$ cat src/rtl/seg_display_arbiter.sv
// Arbitrates one 8-digit multiplexed seven-segment display among three clients.
// Fixed priority (bit 0 highest); a minimum hold time delays preemption.
module seg_display_arbiter #(
   parameter int unsigned SCAN_DIV    = 100_000,
   parameter int unsigned HOLD_CYCLES = 50_000_000
) (
   input  logic        CLK100MHZ,
   input  logic        rst,
   input  logic [2:0]  req,
   input  logic [31:0] data0,
   input  logic [31:0] data1,
   input  logic [31:0] data2,
   input  logic [7:0]  blank0,
   input  logic [7:0]  blank1,
   input  logic [7:0]  blank2,
   output logic [2:0]  grant,
   output logic [7:0]  AN,
   output logic        CA,
   output logic        CB,
   output logic        CC,
   output logic        CD,
   output logic        CE,
   output logic        CF,
   output logic        CG,
   output logic        DP
);

   localparam int unsigned DivW  = (SCAN_DIV > 1) ? $clog2(SCAN_DIV) : 1;
   localparam int unsigned HoldW = (HOLD_CYCLES > 1) ? $clog2(HOLD_CYCLES) : 1;
   localparam logic [DivW-1:0]  DivMax  = DivW'(SCAN_DIV - 1);
   localparam logic [HoldW-1:0] HoldMax = HoldW'(HOLD_CYCLES - 1);

   typedef enum logic [1:0] {StIdle, StOwn, StGap} state_e;

   state_e           r_state;
   logic [1:0]       r_owner;
   logic [2:0]       r_grant;
   logic [HoldW-1:0] r_hold_cnt;
   logic [DivW-1:0]  r_div;
   logic [2:0]       r_idx;
   logic [7:0]       r_an;
   logic [6:0]       r_cat;

   logic [1:0]  w_pick;
   logic [2:0]  w_pick_oh;
   logic        w_own_req;
   logic        w_higher;
   logic        w_expired;
   logic [31:0] w_data;
   logic [7:0]  w_blank;
   logic [3:0]  w_nib;

   function automatic logic [6:0] seg_decode(input logic [3:0] nib);
      logic [6:0] seg;
      unique case (nib)
         4'h0: seg = 7'h3F;
         4'h1: seg = 7'h06;
         4'h2: seg = 7'h5B;
         4'h3: seg = 7'h4F;
         4'h4: seg = 7'h66;
         4'h5: seg = 7'h6D;
         4'h6: seg = 7'h7D;
         4'h7: seg = 7'h07;
         4'h8: seg = 7'h7F;
         4'h9: seg = 7'h6F;
         4'hA: seg = 7'h77;
         4'hB: seg = 7'h7C;
         4'hC: seg = 7'h39;
         4'hD: seg = 7'h5E;
         4'hE: seg = 7'h79;
         4'hF: seg = 7'h71;
         default: seg = 7'h00;
      endcase
      return seg;
   endfunction

   // Lowest set request index wins arbitration.
   always_comb begin
      w_pick    = 2'd2;
      w_pick_oh = 3'b100;
      if (req[0]) begin
         w_pick    = 2'd0;
         w_pick_oh = 3'b001;
      end else if (req[1]) begin
         w_pick    = 2'd1;
         w_pick_oh = 3'b010;
      end
   end

   always_comb begin
      w_own_req = 1'b0;
      w_higher  = 1'b0;
      w_data    = 32'h0;
      w_blank   = 8'hFF;
      case (r_owner)
         2'd0: begin
            w_own_req = req[0];
            w_data    = data0;
            w_blank   = blank0;
         end
         2'd1: begin
            w_own_req = req[1];
            w_higher  = req[0];
            w_data    = data1;
            w_blank   = blank1;
         end
         2'd2: begin
            w_own_req = req[2];
            w_higher  = |req[1:0];
            w_data    = data2;
            w_blank   = blank2;
         end
         default: begin
            w_own_req = 1'b0;
         end
      endcase
   end

   assign w_expired = (r_hold_cnt == HoldMax);
   assign w_nib     = w_data[{r_idx, 2'b00} +: 4];

   // Ownership FSM; the hold only gates preemption, never release.
   always_ff @(posedge CLK100MHZ) begin
      if (rst) begin
         r_state    <= StIdle;
         r_owner    <= 2'd0;
         r_grant    <= 3'b000;
         r_hold_cnt <= '0;
      end else begin
         case (r_state)
            StIdle, StGap: begin
               r_hold_cnt <= '0;
               if (req != 3'b000) begin
                  r_state <= StOwn;
                  r_owner <= w_pick;
                  r_grant <= w_pick_oh;
               end else begin
                  r_state <= StIdle;
                  r_grant <= 3'b000;
               end
            end
            StOwn: begin
               if (!w_own_req || (w_expired && w_higher)) begin
                  r_state <= StGap;
                  r_grant <= 3'b000;
               end
               if (!w_expired) begin
                  r_hold_cnt <= r_hold_cnt + 1'b1;
               end
            end
            default: begin
               r_state <= StIdle;
               r_grant <= 3'b000;
            end
         endcase
      end
   end

   // Free-running digit scan.
   always_ff @(posedge CLK100MHZ) begin
      if (rst) begin
         r_div <= '0;
         r_idx <= 3'd0;
      end else if (r_div == DivMax) begin
         r_div <= '0;
         r_idx <= r_idx + 3'd1;
      end else begin
         r_div <= r_div + 1'b1;
      end
   end

   always_ff @(posedge CLK100MHZ) begin
      if (rst) begin
         r_an  <= 8'hFF;
         r_cat <= 7'h7F;
      end else if ((r_state == StOwn) && !w_blank[r_idx]) begin
         r_an  <= ~(8'h01 << r_idx);
         r_cat <= ~seg_decode(w_nib);
      end else begin
         r_an  <= 8'hFF;
         r_cat <= 7'h7F;
      end
   end

   assign grant = r_grant;
   assign AN    = r_an;
   assign CA    = r_cat[0];
   assign CB    = r_cat[1];
   assign CC    = r_cat[2];
   assign CD    = r_cat[3];
   assign CE    = r_cat[4];
   assign CF    = r_cat[5];
   assign CG    = r_cat[6];
   assign DP    = 1'b1;

endmodule

$ cat config.mk
export PLATFORM = sky130hd
export DESIGN_NAME = seg_display_arbiter
export DESIGN_NICKNAME = d
export VERILOG_FILES = /design/src/rtl/seg_display_arbiter.sv
export SDC_FILE = /design/constraint.sdc
export NUM_CORES = 1
export LEC_CHECK = 0
export ABC_CLOCK_PERIOD_IN_PS = 4170
export BUFFER_PORTS_ARGS = -buffer_cell sky130_fd_sc_hd__buf_2
export CELL_PAD_IN_SITES_DETAIL_PLACEMENT = 1
export CELL_PAD_IN_SITES_GLOBAL_PLACEMENT = 1
export CORE_MARGIN = 2
export CORE_UTILIZATION = 36
export CTS_CLUSTER_DIAMETER = 50
export DETAILED_ROUTE_END_ITERATION = 8
export GPL_TIMING_DRIVEN = 0
export PLACE_DENSITY = 0.88
export RECOVER_POWER = 50
export SLEW_MARGIN = 10
export SYNTH_ARGS = -nofsm -noshare
export SYNTH_HDL_FRONTEND = slang
export SYNTH_SLANG_ARGS = --single-unit
$ cat constraint.sdc
create_clock -name CLK100MHZ -period 4.17 [get_ports CLK100MHZ]
set_clock_uncertainty 0.1 [all_clocks]
set_input_delay 0.6255 -clock CLK100MHZ [delete_from_list [all_inputs] [get_ports CLK100MHZ]]
set_output_delay 0.6255 -clock CLK100MHZ [all_outputs]
set_load 0.005 [all_outputs]
==> run summary, run 1 <==
number of synthesized flops with an enable pin: 0
P&R area growth vs syn: 26.3%
Longest Clk Path Bufs: 2
routed len/inst: 18.1 um
post-DP HPWL: 11200 um
R2R Setup Slk: 0.33 ns
CP required: 4.29 ns
clk sink count: 68
DR iter-0 viols: 476
grt ovf: 0
Synth top cells by count: dfxtp_1 (68), nor2_1 (68), nand2_1 (54), a21oi_1 (27), xnor2_1 (25)
status: completed
crit-path max FO: 10
Register Area: 1360 um2
VDD IR-drop max: 133 uV
layout cells sized above 1: 26.7%
remaining antenna violation count: 0
YS warnings: 0
Synth Flop Type: dfxtp_1
htree depth: 3
post-synthesis sequential area ratio: 33.7%
routed vias: 4427
synth top area cells: dfxtp_1 (34%), nor2_1 (6.3%), ha_1 (5.9%)
f_max: 260 MHz
post-CTS setup buffer count: 0
first-pass GRT wire length: 22200 um
RR Startpoint: r_owner[0]$_SDFFE_PP0P_
Tmin final: 3.84 ns
CTS root buf: clkbuf_8
Syn Std Cell Area: 4040 um2
syn_area_per_cell: 8.22 um2
Layout Nets: 788
Final Slew Violations: 0
DR DRC count: 0
clk_lat worst skew: 0.36 ns
Worst Min Path Start: r_div[0]$_SDFF_PP0_
CP arrival: 3.96 ns
area occupied by multi-input gates: 2450 um2
RSZ-0062 raised after global routing: no
Die Width: 110 um
Hold WC Path Type: flop to flop
CP startpoint kind: flop
Yosys reg bits: 68
worst hold slack: 0.363 ns
initial antenna violation count: 3
number of global-route vias before repair: 4600
clock group share of total power: 37.1%
P_int: 0.00108 W
GPL Wtd Cong: 0.854
crit end category: flop
final wirelength: 14300 um
Post-CTS Resized: 0
Yosys top cell area share: 33.7%
Power Total: 0.00153 W
final setup TNS: 0 ns
crit share post-route: 92.1%
initial core utilization: 37.1%
r2r endpoint: r_cat[3]$_SDFF_PP1_
Via density: 5.59
post-synthesis cell count: 491
switching pwr: 0.000447 W
Mapped Nets: 635
core area: 10900 um2
Worst R2R Path Depth: 13
CTS Hold Buffers Added: 0
fill cell total of the finished layout: 1415
sequential power share: 43.9%
I/O pin cnt: 144
clk slew on worst S/H paths: 0.08 ns
pin count of the biggest net entering global routing: 14
Slew Limit Headroom: 39.0%
hold depth: 1
Synth async-reset ratio: 0%
Fin. Hold Viols: 0
die area: 12100 um2
drt pass-1 iters: 5
Synth area leader: dfxtp_1
Combinational Power Share: 19.0%
number of port buffers: 142
Final setup viols: 0
CTS Buf Count: 9
Hold EP: r_div[0]$_SDFF_PP0_
PD cells: 300 nW/um2
worst-margin pin slew: 0.908 ns
Sw Ratio: 29.2%
distinct cell type count after synthesis: 57
Cells after DPL: 773
CTS tree: yes
critical path type: flop to flop
Pleak: 2.04 nW
row cnt: 38
Die Ht: 110 um
Total GRT Usage: 23.6%
fin cells: 792
max cap viols: 0
state kept, by name (all words and copies together), names as in the netlist:
name        cells
AN              8
grant           3
r_cat           7
r_div          17
r_hold_cnt     26
r_idx           3
r_owner         2
r_state         2
kinds of logic after synthesis:
kind of cell    after synthesis  synth area share [%]
compound gates              113                  21.4
fa+ha+maj                    19                  5.89
xor+xnor                     38                  8.25
buf+inv                      44                  5.15
other cells                   1                0.0929
simple gates                197                  22.6
flops                        68                  33.7
mux                          11                  2.88
power by group through the flow:
stage	Sequential (W)	Combinational (W)	Clock, W
2_1_floorplan	0.000685	0.000164	0
3_3_place_gp	0.000686	0.000276	0
3_5_place_dp	0.000687	0.000287	0
4_1_cts	0.000672	0.000291	0.000578
5_1_grt	0.000674	0.000318	0.000601
6_report	0.000672	0.000292	0.000568
metrics by stage:
step	instance area (um2)	setup WS [ns]	util (%)
final	5100	0.330	46.8
after global routing	5100	0.112	46.8
after CTS	5130	0.150	47.1
after detailed placement	4920	0.269	45.2
after global placement	4920	0.540	45.2
after floorplan	4040	1.24	-
layout make-up:
cell class              count  area share, %
diodes                      3          0.147
plain buffers              30           2.94
clock buffers              10           2.70
clock inverters             6           1.40
inverters                  14           1.03
multi-input cells         379           48.1
flip-flops and latches     68           26.7
well taps                 140           3.44
repair buffers            142           13.5
cells in the final DEF (no fill, tap or decap), drive strengths merged, types with 6 or more instances in the layout:
cell type    n
a21oi       28
a222oi      22
a22oi       23
a32oi        8
buf        144
clkbuf      38
dfxtp       68
ha          19
inv         15
mux2i        6
nand2       54
nand3       20
nand4        9
nor2        68
nor3        14
nor4         7
o21ai        6
or2          6
xnor2       25
xor2        13
per-layer routing:
metal,wire length [um],track usage (%),up-vias
met2,7560,44.9,151
met3,892,4.74,31
met1,5480,24.6,2131
met4,399,10.8,0
li1,-,-,2114
met5,0,0,-
worst max-delay path by stage:
| stage | from | to | slack (ns) | depth (start not counted) |
|---|---|---|---|---|
| 6_report | r_owner[0]$_SDFFE_PP0P_ | r_cat[3]$_SDFF_PP1_ | 0.33 | 13 |
| 5_1_grt | r_owner[0]$_SDFFE_PP0P_ | r_cat[3]$_SDFF_PP1_ | 0.11 | 13 |
| 4_1_cts | r_owner[0]$_SDFFE_PP0P_ | r_cat[3]$_SDFF_PP1_ | 0.15 | 15 |
| 3_5_place_dp | r_owner[0]$_SDFFE_PP0P_ | r_cat[3]$_SDFF_PP1_ | 0.27 | 15 |
| 3_3_place_gp | r_owner[0]$_SDFFE_PP0P_ | r_cat[3]$_SDFF_PP1_ | 0.54 | 15 |
| 2_1_floorplan | r_owner[0]$_SDFFE_PP0P_ | r_cat[3]$_SDFF_PP1_ | 1.24 | 15 |
worst max-delay path, cell delays in order, from the launching register on:
cell	delay, ns
dfxtp_1	0.35
inv_1	0.09
ha_1	0.29
buf_2	0.28
buf_2	0.26
buf_2	0.25
a21oi_1	0.09
a32oi_1	0.22
a32oi_1	0.09
a21oi_1	0.48
inv_1	0.21
ha_1	0.29
a2111oi_0	0.59
a31oi_1	0.10
No activity file was read; power rests on OpenSTA's default activity.
==> run 2: changes to the inputs <==
Settings changed: ABC_CLOCK_PERIOD_IN_PS 4170 to 4190, MAX_ROUTING_LAYER set to met4.
Clock period 4.17 ns to 4.19 ns, I/O delays scaled along.
==> run 2 against run 1 <==
- die area did not move
- via count rose by 0.63%
- sequential power barely moved
- cell count did not move
- largest cell class unchanged
- highest routed layer unchanged
- routed wire length rose by 0.29%
- clock power barely moved
- design area did not move
- combinational power barely moved
- non-clock buffer count did not move
- global-route usage rose by 0.69 points
- count of clock-buffer cells in the layout did not move
- maximum frequency fell by 0.75%
==> run summary, run 2 (synthesis results as in run 1) <==
Longest Clk Path Bufs: 2 (unchanged)
Top reg by flops: r_hold_cnt
remaining antenna violation count: 0 (unchanged)
status: completed
initial core utilization: 37.1% (unchanged)
clk_lat worst skew: 0.36 ns (about the same)
first-pass GRT wire length: 22200 um (unchanged)
CP startpoint kind: flop
clk slew on worst S/H paths: 0.08 ns (about the same)
most common cell after layout, fill and taps aside: buf_2
P&R area growth vs syn: 26.3% (unchanged)
initial antenna violation count: 3 (unchanged)
CTS Hold Buffers Added: 0 (unchanged)
Via density: 5.63 (+0.63%)
VDD IR-drop max: 134 uV (+0.81%)
row cnt: 38 (unchanged)
DR DRC count: 0 (unchanged)
DR top layer: met4
worst-margin pin slew: 0.908 ns (-0.000144 ns)
DR iter-0 viols: 497 (+4.4%)
Post-CTS Resized: 0 (unchanged)
number of port buffers: 142 (unchanged)
Place WS: 0.289 ns (+0.0200 ns)
Metal-1 WL: 5430 um (-0.88%)
clk sink count: 68 (unchanged)
CTS tree: yes
post-DP HPWL: 11200 um (unchanged)
pin count of the biggest net entering global routing: 14 (unchanged)
most frequent cells in the layout: buf_2 (141), dfxtp_1 (68), nor2_1 (68)
Tmin final: 3.87 ns (+0.0291 ns)
CP required: 4.30 ns (about the same)
die area: 12100 um2 (unchanged)
routed len/inst: 18.1 um (+0.29%)
drt pass-1 iters: 6 (+1)
routed vias: 4455 (+0.63%)
worst setup margin: 0.321 ns (-0.00914 ns)
max FFs per register: 26 (unchanged)
final wirelength: 14400 um (+0.29%)
Total GRT Usage: 24.3% (+0.69 points)
Final setup viols: 0 (unchanged)
I/O pin cnt: 144 (unchanged)
RSZ-0062 raised after global routing: no
Die Width: 110 um (unchanged)
Die Ht: 110 um (unchanged)
crit share post-route: 92.3% (+0.26 points)
Routed met2 length: 7570 um (+0.16%)
Slew Limit Headroom: 39.0% (about the same)
post-CTS setup buffer count: 0 (unchanged)
f_max: 258 MHz (-0.75%)
final setup TNS: 0 ns (unchanged)
CTS Buf Count: 9 (unchanged)
layout cells sized above 1: 26.7% (unchanged)
max cap viols: 0 (unchanged)
crit-path max FO: 10 (unchanged)
core area: 10900 um2 (unchanged)
Pleak: 2.04 nW (unchanged)
CP arrival: 3.98 ns (+0.02 ns)
critical path type: flop to flop
worst hold slack: 0.363 ns (-0.000559 ns)
PD cells: 300 nW/um2 (-0.22%)
Fin. Hold Viols: 0 (unchanged)
htree depth: 3 (unchanged)
grt ovf: 0 (unchanged)
Hold WC Path Type: flop to flop
met3 wire len: 938 um (+5.2%)
Final Slew Violations: 0 (unchanged)
Power Total: 0.00153 W (-0.22%)
GPL Wtd Cong: 0.867 (+1.6%)
number of global-route vias before repair: 4608 (+0.17%)
CTS root buf: clkbuf_8
Layout Nets: 788 (unchanged)
crit end category: flop
## run 2: cell counts in the layout (fill, tap and decap cells not counted)
No cell type changed its count.
## run 2: power by group
group	switching (W)	internal, W
clock network	0.000274	0.000295
registers	0.0000107	0.000658
logic	0.000164	0.000126
## run 2: worst paths after layout
| kind | slack, ns | end | cells past startpoint | start |
|---|---|---|---|---|
| worst min-delay path | 0.36 | r_div[0]$_SDFF_PP0_ | 1 | r_div[0]$_SDFF_PP0_ |
| worst min register to register | 0.36 | r_div[0]$_SDFF_PP0_ | 1 | r_div[0]$_SDFF_PP0_ |
| worst max-delay path | 0.32 | r_cat[3]$_SDFF_PP1_ | 13 | r_owner[0]$_SDFFE_PP0P_ |
| worst max register to register | 0.32 | r_cat[3]$_SDFF_PP1_ | 13 | r_owner[0]$_SDFFE_PP0P_ |
## run 2: critical path, cell delays in order (launching register included)
cell	delay, ns
dfxtp_1	0.34
inv_1	0.09
ha_1	0.28
buf_2	0.28
buf_2	0.27
buf_2	0.25
a21oi_1	0.09
a32oi_1	0.22
a32oi_1	0.09
a21oi_1	0.48
inv_1	0.23
ha_1	0.30
a2111oi_0	0.60
a31oi_1	0.11
## run 2: layout make-up
type                    count  area, um2
clock inverters             6       71.3
plain buffers              30        150
clock buffers              10        138
fillers                  1415       5790
inverters                  14       52.6
diodes                      3       7.51
repair buffers            142        691
multi-input cells         379       2450
well taps                 140        175
flip-flops and latches     68       1360
## run 2: metrics by stage
stage                     utilization, %  std cells  area, um2
after floorplan                        -        491       4040
after global placement              45.2        773       4920
after detailed placement            45.2        773       4920
after CTS                           47.1        789       5130
after global routing                46.8        792       5100
final                               46.8        792       5100
## run 2: routing by layer
metal | track usage (%) | up-vias
li1 | - | 2114
met1 | 24.6 | 2134
met2 | 45.0 | 172
met3 | 4.74 | 35
met4 | 10.8 | 0
met5 | - | -
